===== src/rtl/secure_capture_pkg.sv =====
// Shared types, default sizes and pointer helper for the secure capture buffer.
package secure_capture_pkg;

    localparam int unsigned CAP_DEPTH = 8;
    localparam int unsigned CAP_DW    = 32;

    // One captured word with the secure tag sitting above the data bits.
    typedef struct packed {
        logic              secure;
        logic [CAP_DW-1:0] data;
    } cap_entry_t;

    // Advance a circular pointer, wrapping at depth.
    function automatic int unsigned ptr_next(input int unsigned ptr, input int unsigned depth);
        return (ptr + 1) % depth;
    endfunction

endpackage


===== src/rtl/sc_fifo_mem.sv =====
// Register-array storage for the capture FIFO: one write port, one registered
// read port, plus a combinational look at the head entry's tag so the top can
// judge privilege in the same cycle the pop is accepted.
module sc_fifo_mem #(
    parameter  int unsigned DEPTH = 8,
    parameter  int unsigned W     = 33,
    localparam int unsigned AW    = $clog2(DEPTH)
) (
    input  logic          clk,
    input  logic          rst_n,
    input  logic          we,
    input  logic [AW-1:0] waddr,
    input  logic [W-1:0]  wdata,
    input  logic          re,
    input  logic [AW-1:0] raddr,
    output logic [W-1:0]  rdata,
    output logic          head_tag
);

    logic [W-1:0] mem_q [DEPTH];
    logic [W-1:0] mem_d [DEPTH];
    logic [W-1:0] rdata_q;
    logic [W-1:0] rdata_d;

    // Next storage contents: only the addressed entry changes on a write.
    always_comb begin
        mem_d = mem_q;
        if (we) begin
            mem_d[waddr] = wdata;
        end
    end

    // Storage array; contents are not cleared by reset.
    always_ff @(posedge clk) begin
        mem_q <= mem_d;
    end

    // Read register loads only on a pop and otherwise holds the last word.
    always_comb begin
        rdata_d = rdata_q;
        if (re) begin
            rdata_d = mem_q[raddr];
        end
    end

    // Read register; cleared so the reader sees zero out of reset.
    always_ff @(posedge clk or negedge rst_n) begin
        if (!rst_n) begin
            rdata_q <= '0;
        end else begin
            rdata_q <= rdata_d;
        end
    end

    assign rdata    = rdata_q;
    assign head_tag = mem_q[raddr][W-1];

endmodule


===== src/rtl/secure_capture_buf.sv =====
// Secure capture buffer: stores strobed {secure, data} words from the secure
// source in a small FIFO and returns them over a one-cycle-latency pop
// handshake, zeroing secure words popped by an unprivileged reader.
// Optional build macro: SEC_FLUSH_ON_VIOLATION_EN -- when defined, a
// privilege violation flushes the FIFO on the following cycle.
module secure_capture_buf
    import secure_capture_pkg::*;
#(
    parameter int unsigned DEPTH = CAP_DEPTH,
    parameter int unsigned DW    = CAP_DW
) (
    input  logic                   clk,
    input  logic                   rst1,
    input  logic                   strobe,
    input  logic [DW-1:0]          data,
    input  logic                   secure_in,
    input  logic                   status_in,
    input  logic                   rd_req,
    input  logic                   rd_priv,
    input  logic                   clr_sticky,
    output logic                   rd_valid,
    output logic [DW-1:0]          rd_data,
    output logic                   rd_secure,
    output logic [$clog2(DEPTH):0] count,
    output logic                   full,
    output logic                   empty,
    output logic                   overflow,
    output logic                   sec_violation
);

    localparam int unsigned AW = $clog2(DEPTH);
    localparam int unsigned CW = AW + 1;

    typedef struct packed {
        logic          secure;
        logic [DW-1:0] data;
    } entry_t;

    logic [AW-1:0] wr_ptr_q, wr_ptr_d;
    logic [AW-1:0] rd_ptr_q, rd_ptr_d;
    logic [CW-1:0] count_q, count_d;
    logic          full_q, full_d;
    logic          empty_q, empty_d;
    logic          rd_valid_q, rd_valid_d;
    logic          deny_q, deny_d;
    logic          overflow_q, overflow_d;
    logic          sec_viol_q, sec_viol_d;

    logic          flush;
    logic          pop;
    logic          push;
    logic          drop;
    logic          violate;
    logic          head_tag;
    entry_t        wr_entry;
    entry_t        rd_entry;

`ifdef SEC_FLUSH_ON_VIOLATION_EN
    logic flush_q, flush_d;
`endif

    sc_fifo_mem #(
        .DEPTH (DEPTH),
        .W     (DW + 1)
    ) u_mem (
        .clk      (clk),
        .rst_n    (rst1),
        .we       (push),
        .waddr    (wr_ptr_q),
        .wdata    (wr_entry),
        .re       (pop),
        .raddr    (rd_ptr_q),
        .rdata    (rd_entry),
        .head_tag (head_tag)
    );

    // Classify this cycle's write/pop events; a flush cycle swallows both.
    always_comb begin
`ifdef SEC_FLUSH_ON_VIOLATION_EN
        flush = flush_q;
`else
        flush = 1'b0;
`endif
        wr_entry.secure = secure_in;
        wr_entry.data   = data;
        pop     = rd_req & ~empty_q & ~flush;
        // A pop in the same cycle frees the slot, so a full FIFO still accepts.
        push    = strobe & status_in & (~full_q | pop) & ~flush;
        drop    = strobe & status_in & full_q & ~pop & ~flush;
        violate = pop & head_tag & ~rd_priv;
    end

    // Pointer, occupancy and status-flag next state.
    always_comb begin
        wr_ptr_d = wr_ptr_q;
        rd_ptr_d = rd_ptr_q;
        count_d  = count_q;
        if (push) begin
            wr_ptr_d = AW'(ptr_next(32'(wr_ptr_q), DEPTH));
        end
        if (pop) begin
            rd_ptr_d = AW'(ptr_next(32'(rd_ptr_q), DEPTH));
        end
        case ({push, pop})
            2'b10:   count_d = count_q + CW'(1);
            2'b01:   count_d = count_q - CW'(1);
            default: count_d = count_q;
        endcase
        if (flush) begin
            wr_ptr_d = '0;
            rd_ptr_d = '0;
            count_d  = '0;
        end
        full_d  = (count_d == CW'(DEPTH));
        empty_d = (count_d == '0);
    end

    // Read handshake and sticky flags; a setting event beats a clear.
    always_comb begin
        rd_valid_d = pop;
        deny_d     = pop ? (head_tag & ~rd_priv) : deny_q;
        overflow_d = drop | (overflow_q & ~clr_sticky);
        sec_viol_d = violate | (sec_viol_q & ~clr_sticky);
    end

`ifdef SEC_FLUSH_ON_VIOLATION_EN
    // Flush is scheduled for the cycle after a violating pop.
    always_comb begin
        flush_d = violate;
    end

    // Flush request register.
    always_ff @(posedge clk or negedge rst1) begin
        if (!rst1) begin
            flush_q <= 1'b0;
        end else begin
            flush_q <= flush_d;
        end
    end
`endif

    // Control state registers.
    always_ff @(posedge clk or negedge rst1) begin
        if (!rst1) begin
            wr_ptr_q   <= '0;
            rd_ptr_q   <= '0;
            count_q    <= '0;
            full_q     <= 1'b0;
            empty_q    <= 1'b1;
            rd_valid_q <= 1'b0;
            deny_q     <= 1'b0;
            overflow_q <= 1'b0;
            sec_viol_q <= 1'b0;
        end else begin
            wr_ptr_q   <= wr_ptr_d;
            rd_ptr_q   <= rd_ptr_d;
            count_q    <= count_d;
            full_q     <= full_d;
            empty_q    <= empty_d;
            rd_valid_q <= rd_valid_d;
            deny_q     <= deny_d;
            overflow_q <= overflow_d;
            sec_viol_q <= sec_viol_d;
        end
    end

    // Output mapping; denied words read back as zero while the tag stays visible.
    always_comb begin
        rd_valid      = rd_valid_q;
        rd_data       = deny_q ? '0 : rd_entry.data;
        rd_secure     = rd_entry.secure;
        count         = count_q;
        full          = full_q;
        empty         = empty_q;
        overflow      = overflow_q;
        sec_violation = sec_viol_q;
    end

endmodule


===== config.mk =====
export PLATFORM = sky130hd
export DESIGN_NAME = secure_capture_buf
export DESIGN_NICKNAME = d
export VERILOG_FILES = /design/src/rtl/secure_capture_pkg.sv /design/src/rtl/sc_fifo_mem.sv /design/src/rtl/secure_capture_buf.sv
export SDC_FILE = /design/constraint.sdc
export NUM_CORES = 1
export LEC_CHECK = 0
export ABC_AREA = 1
export BUFFER_PORTS_ARGS = -buffer_cell sky130_fd_sc_hd__buf_2
export CAP_MARGIN = 5
export CELL_PAD_IN_SITES_DETAIL_PLACEMENT = 0
export CELL_PAD_IN_SITES_GLOBAL_PLACEMENT = 1
export CORE_AREA = 2 2 215 217
export CTS_CLUSTER_DIAMETER = 200
export DETAILED_ROUTE_END_ITERATION = 6
export DIE_AREA = 0 0 217 219
export GPL_ROUTABILITY_DRIVEN = 0
export PLACE_DENSITY_LB_ADDON = 0.1
export RECOVER_POWER = 50
export SETUP_SLACK_MARGIN = 0.1
export SLEW_MARGIN = 20
export SYNTH_ARGS = -nofsm -noshare
export SYNTH_HDL_FRONTEND = slang
export SYNTH_HIERARCHICAL = 1
export SYNTH_SLANG_ARGS = --single-unit

===== constraint.sdc =====
create_clock -name clk -period 3.3 [get_ports clk]
set_input_delay 0 -clock clk [delete_from_list [all_inputs] [get_ports clk]]
set_output_delay 0 -clock clk [all_outputs]
set_load 0.01 [all_outputs]

==> impl_metrics.json <==
{
  "outcome": "complete, but fails checks",
  "violations": "max-capacitance violations, max-slew violations",
  "antenna_found_initial": 0,
  "worst_pin_slew_ps": 1930,
  "cts.sinks": 313,
  "diodes": 0,
  "finalWorstSetupSlack_ps": 380,
  "finalCritPeriodShare_pct": 88.5,
  "grt_pass1_wl_mm": 55.8,
  "grt_max_degree": 85,
  "netlist_area_mm2": 0.0135,
  "fin_crit_ps": 2920,
  "finalClockSkew_ps": 11.8,
  "viasPerCell": 4.30,
  "area_growth_pct": 20.4,
  "post_drt_wl_per_cell_um": 17.5,
  "groute.usage.overall_pct": 15.8,
  "die_y_um": 219,
  "synthTopCellsByArea": "edfxtp_1 59%, nand2_1 12%, dfrtp_1 8.9%, nand3_1 7.6%, inv_1 6.8%",
  "rsz0062_at_grt": "no",
  "cts_made_buffers": 37,
  "hpwl_mm": 18.8,
  "worstSetupEndpointType": "register",
  "syn_inst": 1322,
  "grt_remaining_overflow": 0,
  "synth_cell_types": 32,
  "worstSetupStartpointType": "register",
  "cp.arrival_ps": 3150,
  "max-vdd-ir-drop_mv": 0.396,
  "setup_violations": 0,
  "drt-pass1-iter-count": 4,
  "drtIter0Drc": 478,
  "slew_headroom_pct": -28.9,
  "power_density_mw_per_mm2": 837,
  "ys_warn_count": 6,
  "core_area_mm2": 0.0451,
  "post-route-util_pct": 35.9,
  "cts_setup_buffers": 0,
  "rows": 78,
  "cts_root_buffer": "clkbuf_16",
  "die_w_um": 217,
  "grt_pass1_vias": 8896,
  "ys_seq_elements": 313,
  "portBuffers": 81,
  "yosysTopAreaCellShare_pct": 58.9,
  "drv_cap": 3,
  "syn-num-nets": 1367,
  "synth.avg_cell_area_um2": 10.2,
  "leakagePower_nw": 7.06,
  "finalHoldViolations": 0,
  "post-place-ws_ps": 1060,
  "dieArea_mm2": 0.0475,
  "clockBufferDepth": 3,
  "start_util_pct": 29.8,
  "clk-insertion-delay-late_ps": 540,
  "cp.required_ps": 3530,
  "drive_gt1_share_pct": 9.09,
  "path_max_fanout": 22,
  "drt_wl_total_mm": 36.3,
  "crit_type": "register to register",
  "nets": 1490,
  "yosysSeqAreaShare_pct": 68.1,
  "cts_tree": "yes",
  "io_pins": 82,
  "path_clk_slew_ps": 60,
  "setup-tns-final_ps": 0,
  "drv_slew": 104,
  "drc": 0,
  "hold_path.class": "input pin to register",
  "cts_max_level": 2,
  "drtAntennaViolNets": 0,
  "max_freq_mhz": 342,
  "yosys.area.top_type": "edfxtp_1",
  "fin_hold_ws_ps": 30.5,
  "via_count": 8916
}
per-layer routing:
| layer | vias to the layer above | track usage, % | part of all wire [%] |
|---|---|---|---|
| li1 | 4447 | - | - |
| met1 | 4307 | 21.3 | 47 |
| met2 | 115 | 26.4 | 47 |
| met3 | 47 | 2.73 | 3.4 |
| met4 | 0 | 3.90 | 1.7 |
| met5 | - | 0 | 0 |
metrics by stage:
| step | cells | area [µm²] | total power [W] |
|---|---|---|---|
| 4_1_cts | 2074 | 16300 | 0.0139 |
| 6_report | 2074 | 16200 | 0.0136 |
| 5_1_grt | 2074 | 16200 | 0.0145 |
| 3_3_place_gp | 1966 | 14600 | 0.00964 |
| 3_5_place_dp | 1966 | 14600 | 0.00962 |
| 2_1_floorplan | 1322 | 13500 | 0.00807 |
synth_stat cells:
cell and n:
a21oi_1 1, and2_1 1, buf_1 9, buf_2 27, buf_4 9, buf_6 4
clkbuf_1 12, clkinv_2 1, dfrtp_1 48, dfstp_2 1, edfxtp_1 264, ha_1 5
inv_1 243, inv_2 4, nand2_1 425, nand2_2 2, nand2_4 1, nand3_1 203
nand3_2 2, nand3_4 1, nand3b_1 1, nor2_1 43, nor2_2 1, nor2_4 2
o211ai_1 1, o21ai_0 2, o21ai_1 1, o22ai_1 1, or2_2 1, xnor2_1 4
xnor2_2 1, xor2_1 1
state kept, by name (all words and copies together), names as in the netlist:
signal and count:
u_mem/mem_q 264, empty 1, deny_q 1, overflow 1
u_mem/rdata 33, sec_violation 1, count 4, wr_ptr_q 3
full 1, rd_valid 1, rd_ptr_q 3
placed cells by master, fill, tap and decap left out, types with 6 or more instances in the layout:
cell type / instances
nand2_1: 425
edfxtp_1: 264
inv_1: 243
nand3_1: 203
clkbuf_1: 59
dfrtp_1: 45
dlygate4sd3_1: 40
clkbuf_16: 39
nor2_1: 36
buf_2: 33
buf_4: 13
nor2_4: 9
buf_12: 9
clkinv_1: 6
critical path: stages, from the launching register on:
cell and delay (ps):
dfstp_1 360, nor2_1 220, inv_2 100, nand2_4 80, nand3_4 70, dlygate4sd3_1 640
clkinv_2 100, nand2_1 220, nor2_4 520, buf_12 280
cell type report:
class	instances	area [µm²]
Fill cell	4634	28900
Sequential cell	313	9160
Multi-Input combinational cell	700	3090
Clock buffer	54	1080
Timing Repair Buffer	145	1030
Inverter	248	935
Tap cell	600	751
Clock inverter	14	141
report_power, final:
group | total (W) | switching (W) | leakage [nW] | internal, W
logic | 0.00421 | 0.00289 | 3.48 | 0.00132
clock network | 0.00412 | 0.00161 | 0.600 | 0.00251
registers | 0.00523 | 0.000372 | 2.98 | 0.00486
what timing repair did:
item | in CTS | in global routing
endpoints found under the hold margin | 299 | 0
hold buffers | 40 | 0
gates resized for setup | 0 | 0
logic make-up (layout without fill, tap and decap cells):
logic type	count (synthesis)	count (layout)	synth area share (%)
AND/OR/NAND/NOR	683	683	21.4
buffers and inverters	309	461	9.36
flip-flops	313	313	68.1
AO/OA/AOI/OAI	6	6	0.251
XOR/XNOR	6	6	0.446
adder cells (fa/ha/maj)	5	5	0.465
path summary, 6_finish.rpt:
kind / startpoint / end / slack (ps) / cells after the start
setup reg to reg: empty$_DFF_PN1_ / u_mem/mem_q[18]$_DFFE_PP_ / 380 / 9
max in group asynchronous: rst1 / u_mem/rdata[15]$_DFFE_PN0P_ / 720 / 4
hold reg to reg: u_mem/rdata[19]$_DFFE_PN0P_ / u_mem/rdata[19]$_DFFE_PN0P_ / 480 / 2
min in group asynchronous: rst1 / u_mem/rdata[30]$_DFFE_PN0P_ / 530 / 2
setup / recovery: empty$_DFF_PN1_ / u_mem/mem_q[18]$_DFFE_PP_ / 380 / 9
hold / removal: strobe / count[0]$_DFF_PN0_ / 30 / 4
Note: power is estimated with default switching activity, not from simulation.
